`config.mk`:
```
export PLATFORM = sky130hd
export DESIGN_NAME = systolic_ctrl
export DESIGN_NICKNAME = d
export VERILOG_FILES = /design/src/rtl/systolic_ctrl.sv
export SDC_FILE = /design/constraint.sdc
export NUM_CORES = 1
export LEC_CHECK = 0
export ABC_CLOCK_PERIOD_IN_PS = 6400
export BUFFER_PORTS_ARGS = -buffer_cell sky130_fd_sc_hd__buf_2
export CELL_PAD_IN_SITES_DETAIL_PLACEMENT = 1
export CELL_PAD_IN_SITES_GLOBAL_PLACEMENT = 1
export CORE_MARGIN = 4
export CORE_UTILIZATION = 38
export CTS_BUF_LIST = sky130_fd_sc_hd__clkbuf_8 sky130_fd_sc_hd__clkbuf_16
export CTS_CLUSTER_SIZE = 10
export DETAILED_ROUTE_END_ITERATION = 12
export PLACE_DENSITY_LB_ADDON = 0.1
export SYNTH_ARGS = -nofsm -noshare
export SYNTH_HDL_FRONTEND = slang
export SYNTH_SLANG_ARGS = --single-unit
```
`constraint.sdc`:
```
create_clock -name clk -period 6.4 [get_ports clk]
set_input_delay 1.6 -clock clk [delete_from_list [all_inputs] [get_ports clk]]
set_output_delay 1.6 -clock clk [all_outputs]
set_load 0.05 [all_outputs]
```
`src/rtl/systolic_ctrl.sv`:
```
// Job sequencer for an N x N systolic MAC array: skewed operand feed, per-PE clear, row-wise drain.
// Optional macro SYSTOLIC_CTRL_PERF_CNT_EN adds the perf_cycles busy-cycle counter output.
module systolic_ctrl #(
  parameter int N     = 4,
  parameter int K_W   = 8,
  parameter int ROW_W = 2
) (
  input  logic               clk,
  input  logic               rst,
  input  logic               start,
  input  logic [K_W-1:0]     k_len,
  output logic               busy,
  output logic               done,
  output logic [N-1:0]       a_feed_en,
  output logic [N*K_W-1:0]   a_feed_idx,
  output logic [N-1:0]       b_feed_en,
  output logic [N*K_W-1:0]   b_feed_idx,
  output logic [N*N-1:0]     pe_clear,
  output logic               out_valid,
  input  logic               out_ready,
  output logic [ROW_W-1:0]   out_row,
  output logic [1:0]         dbg_state
`ifdef SYSTOLIC_CTRL_PERF_CNT_EN
  ,
  output logic [31:0]        perf_cycles
`endif
);

  localparam int T_W = K_W + 2;

  typedef enum logic [1:0] {S_IDLE, S_FEED, S_OUT, S_DONE} state_t;

  state_t            state_q, state_d;
  logic [T_W-1:0]    t_q, t_d, t_end;
  logic [K_W-1:0]    k_q, k_d;
  logic [ROW_W-1:0]  row_q, row_d;
  logic              busy_q, busy_d, done_q, done_d, valid_q, valid_d;
  logic [N-1:0]      feed_en_q, feed_en_d;
  logic [N*K_W-1:0]  feed_idx_q, feed_idx_d;
  logic [N*N-1:0]    clear_q, clear_d;

  assign t_end = T_W'(k_q) - T_W'(1) + T_W'(2 * (N - 1));

  // Handshake: a row transfers on any cycle where out_valid & out_ready; while
  // out_ready is low the offered row (out_valid, out_row) holds indefinitely.
  always_comb begin
    state_d = state_q;
    t_d     = t_q;
    k_d     = k_q;
    row_d   = row_q;
    case (state_q)
      S_IDLE: begin
        if (start && (k_len != '0)) begin
          state_d = S_FEED;
          t_d     = '0;
          k_d     = k_len;
        end
      end
      S_FEED: begin
        if (t_q == t_end) begin
          state_d = S_OUT;
          t_d     = '0;
          row_d   = '0;
        end else begin
          t_d = t_q + T_W'(1);
        end
      end
      S_OUT: begin
        if (out_ready) begin
          if (row_q == ROW_W'(N - 1)) begin
            state_d = S_DONE;
            row_d   = '0;
          end else begin
            row_d = row_q + ROW_W'(1);
          end
        end
      end
      S_DONE: state_d = S_IDLE;
      default: state_d = S_IDLE;
    endcase
  end

  // Outputs are decoded from the next state so they register in the same cycle as t.
  always_comb begin
    busy_d     = (state_d != S_IDLE);
    done_d     = (state_d == S_DONE);
    valid_d    = (state_d == S_OUT);
    feed_en_d  = '0;
    feed_idx_d = '0;
    clear_d    = '0;
    if (state_d == S_FEED) begin
      for (int i = 0; i < N; i++) begin
        if ((t_d >= T_W'(i)) && ((t_d - T_W'(i)) < T_W'(k_d))) begin
          feed_en_d[i]                = 1'b1;
          feed_idx_d[i*K_W +: K_W]    = K_W'(t_d - T_W'(i));
        end
        for (int j = 0; j < N; j++) begin
          clear_d[i*N + j] = (t_d == T_W'(i + j));
        end
      end
    end
  end

  always_ff @(posedge clk or posedge rst) begin
    if (rst) begin
      state_q    <= S_IDLE;
      t_q        <= '0;
      k_q        <= '0;
      row_q      <= '0;
      busy_q     <= 1'b0;
      done_q     <= 1'b0;
      valid_q    <= 1'b0;
      feed_en_q  <= '0;
      feed_idx_q <= '0;
      clear_q    <= '0;
    end else begin
      state_q    <= state_d;
      t_q        <= t_d;
      k_q        <= k_d;
      row_q      <= row_d;
      busy_q     <= busy_d;
      done_q     <= done_d;
      valid_q    <= valid_d;
      feed_en_q  <= feed_en_d;
      feed_idx_q <= feed_idx_d;
      clear_q    <= clear_d;
    end
  end

  // Row and column edges share one skew schedule, so one register set drives both.
  assign busy       = busy_q;
  assign done       = done_q;
  assign a_feed_en  = feed_en_q;
  assign b_feed_en  = feed_en_q;
  assign a_feed_idx = feed_idx_q;
  assign b_feed_idx = feed_idx_q;
  assign pe_clear   = clear_q;
  assign out_valid  = valid_q;
  assign out_row    = row_q;
  assign dbg_state  = state_q;

`ifdef SYSTOLIC_CTRL_PERF_CNT_EN
  logic [31:0] perf_q, perf_d;

  // Restarts at 1 on accept because that edge already begins the first busy cycle.
  always_comb begin
    perf_d = perf_q;
    if ((state_q == S_IDLE) && (state_d == S_FEED)) begin
      perf_d = 32'd1;
    end else if (busy_d && (perf_q != 32'hFFFF_FFFF)) begin
      perf_d = perf_q + 32'd1;
    end
  end

  always_ff @(posedge clk or posedge rst) begin
    if (rst) perf_q <= '0;
    else     perf_q <= perf_d;
  end

  assign perf_cycles = perf_q;
`else
  // No performance counter in this build.
`endif

endmodule

```
==> run metrics <==
class of the worst hold path register to register; synthesized area 0.00490 mm^2; Syn Inst Count 531; CP arrival 6220 ps; pre-CTS setup slack 383 ps; layout cells sized above 1 28.2%; number of inserted diodes 0; Worst Max-Slew Pin Slew 898 ps; fmax 0.168 GHz; warnings from Yosys 0; Synth async-reset ratio 100%; met1 Use GR 29.5%; htree depth 3; most frequent cell after synthesis dfrtp_1; Final nets 665; Post-Place Cells 774; RSZ-0062 raised after global routing no; antenna violations before repair 0; Setup Crit Path Kind register to register; final setup vio count 0; Reg clk slew, reported paths 60 ps; post-synth cell types 72; Setup crit end kind register; hold_sp out_row[0]; Die Wd 122 um; Yosys top cell by area dfrtp_1; skew final 8.95 ps; clk buf depth 2; Top Usage Layer GRT met2; largest net degree at the start of global routing 69; Synth Flop Type dfrtp_1; fin. max-slew vios 0; First-pass DRT Iterations 4; critical path data required time 6670 ps; io pins 107; WHS 527 ps; Finished Layout Cells 790; die height 122 um; Die Area 0.0148 mm^2; ranking of synthesized cells by area dfrtp_1 (35%), ha_1 (10%), buf_4 (7.0%); run status finished clean; Avg WL per Cell 19.3 um; Via density 5.36; first-pass GRT wire length 23,800 um; Seq cells post-synth 68; Congestion Overflow GR 0; final hold vios 0; DR DRC count 0; Critical Path Start k_q[3]; layout overhead on the synthesized area 16.7%; CTS Root Buffer Type clkbuf_16; DP HPWL 11,800 um; vias post-DR 4,236; Initial Util 38.8%; Initial DRC Count 219; synth cell count leaders dfrtp_1 (68), buf_4 (46), ha_1 (40); core area 0.0126 mm^2; met2 GRT Util 33.1%; antenna viol nets, final 0; row count 41; number of synthesized flops with an enable pin 0; gr usage total 21.2%; CP peak stage delay 630 ps; Worst-Skew Late Latency 340 ps; Setup TNS Final 0 ps; TritonCTS clock tree done; Crit-path slowest cell or4_1; syn avg cell area 9.22 um^2; Post-Route WL 15,200 um; Critical Path Start Type register; Final min period 5950 ps; Synth top area share 34.7%; fin crit share 92.9%; r2r startpoint k_q[3]; crit-path max FO 10; port bufs 106; Seq/Total Area, Yosys 34.7%; post-CTS setup buffer count 0; number of global-route vias before repair 4,368; setup ws final 451 ps; syn nets 583; GPL Wtd Cong 0.909; total CTS buffers 9; worst rel slew slack 39.7%; GR Util met3 4.13%; Clock Sinks 68; max cap viols 0
## per-layer routing
metal / up-vias / part of all wire [%]
li1: 1978 / -
met1: 2099 / 46
met2: 137 / 46
met3: 22 / 6.4
met4: 0 / 1.8
met5: - / 0
## registers in the layout, indices dropped and copies added, names as in the netlist
| register | count |
|---|---|
| a_feed_idx | 32 |
| t_q | 10 |
| k_q | 8 |
| pe_clear | 7 |
| a_feed_en | 4 |
| dbg_state | 2 |
| out_row | 2 |
| busy | 1 |
| done | 1 |
| out_valid | 1 |
## placed cells by master (no fill, tap or decap), types with 3 or more instances in the layout
cell type	netlist	layout
buf_2	3	106
dfrtp_1	68	68
ha_1	40	40
nand2_1	38	38
buf_4	46	34
nor2_1	33	33
inv_1	27	29
xnor2_1	26	26
nor3_1	20	20
a21oi_1	20	20
nor2b_1	15	15
o21ai_0	14	14
a21o_1	11	11
nand2b_1	10	10
nor3b_1	10	10
xor2_1	10	10
mux2i_1	9	9
nand3_1	9	9
clkbuf_16	0	9
nand4_1	8	8
and3_1	8	8
or4_1	6	6
and2_1	5	5
inv_2	4	5
o211ai_1	4	4
o21a_1	4	4
nor4_2	3	3
a31oi_1	3	3
a211oi_1	3	3
a311oi_1	3	3
a221oi_1	3	3
## critical path, delay by kind of cell, from the launching register on
kind	cells	cell delay (ps)
compound gates	12	2480
xor+xnor	1	300
fa+ha+maj	2	480
buf+inv	3	430
flops	1	510
simple gates	7	1640
## through the flow
stage               instance area, um^2  utilization (%)
finish                             5720             45.3
global route                       5720             45.3
CTS                                5710             45.3
detailed placement                 5450             43.2
global placement                   5450             43.2
floorplan                          4900                -
## cell type report
class	count	area, um^2
Fill cell	1518	6900
Multi-Input combinational cell	363	2640
Sequential cell	68	1700
Timing Repair Buffer	140	786
Clock buffer	9	225
Tap cell	172	215
Inverter	31	116
Clock inverter	7	37.5
## cell families (layout without fill, tap and decap cells)
logic type,count (synthesis),in the layout,synth area share (%)
and+or+nand+nor,181,181,20.2
buffers and inverters,100,187,11.6
AOI/OAI and AO/OA,95,95,14.3
DFF,68,68,34.7
adders and majority gates,40,40,10.2
xor gates and xnor gates,37,37,6.90
muxes,10,10,2.07
## worst paths after layout
kind                                  end  slack (ps)  cells after the start
setup / recovery           a_feed_idx[16]         450                     25
hold / removal                 out_row[0]         530                      1
setup reg to reg           a_feed_idx[16]         450                     25
hold reg to reg                out_row[0]         530                      1
max in group asynchronous          k_q[2]        4310                      3
min in group asynchronous    a_feed_en[1]        1510                      3
## what timing repair did
item | CTS | global route
hold buffers | 0 | 0
endpoints found under the setup margin | 0 | 15
gates resized for setup | 0 | 3
Power is not shown: default switching activity piles up to over one toggle a cycle in this logic, so the estimate is an artifact.
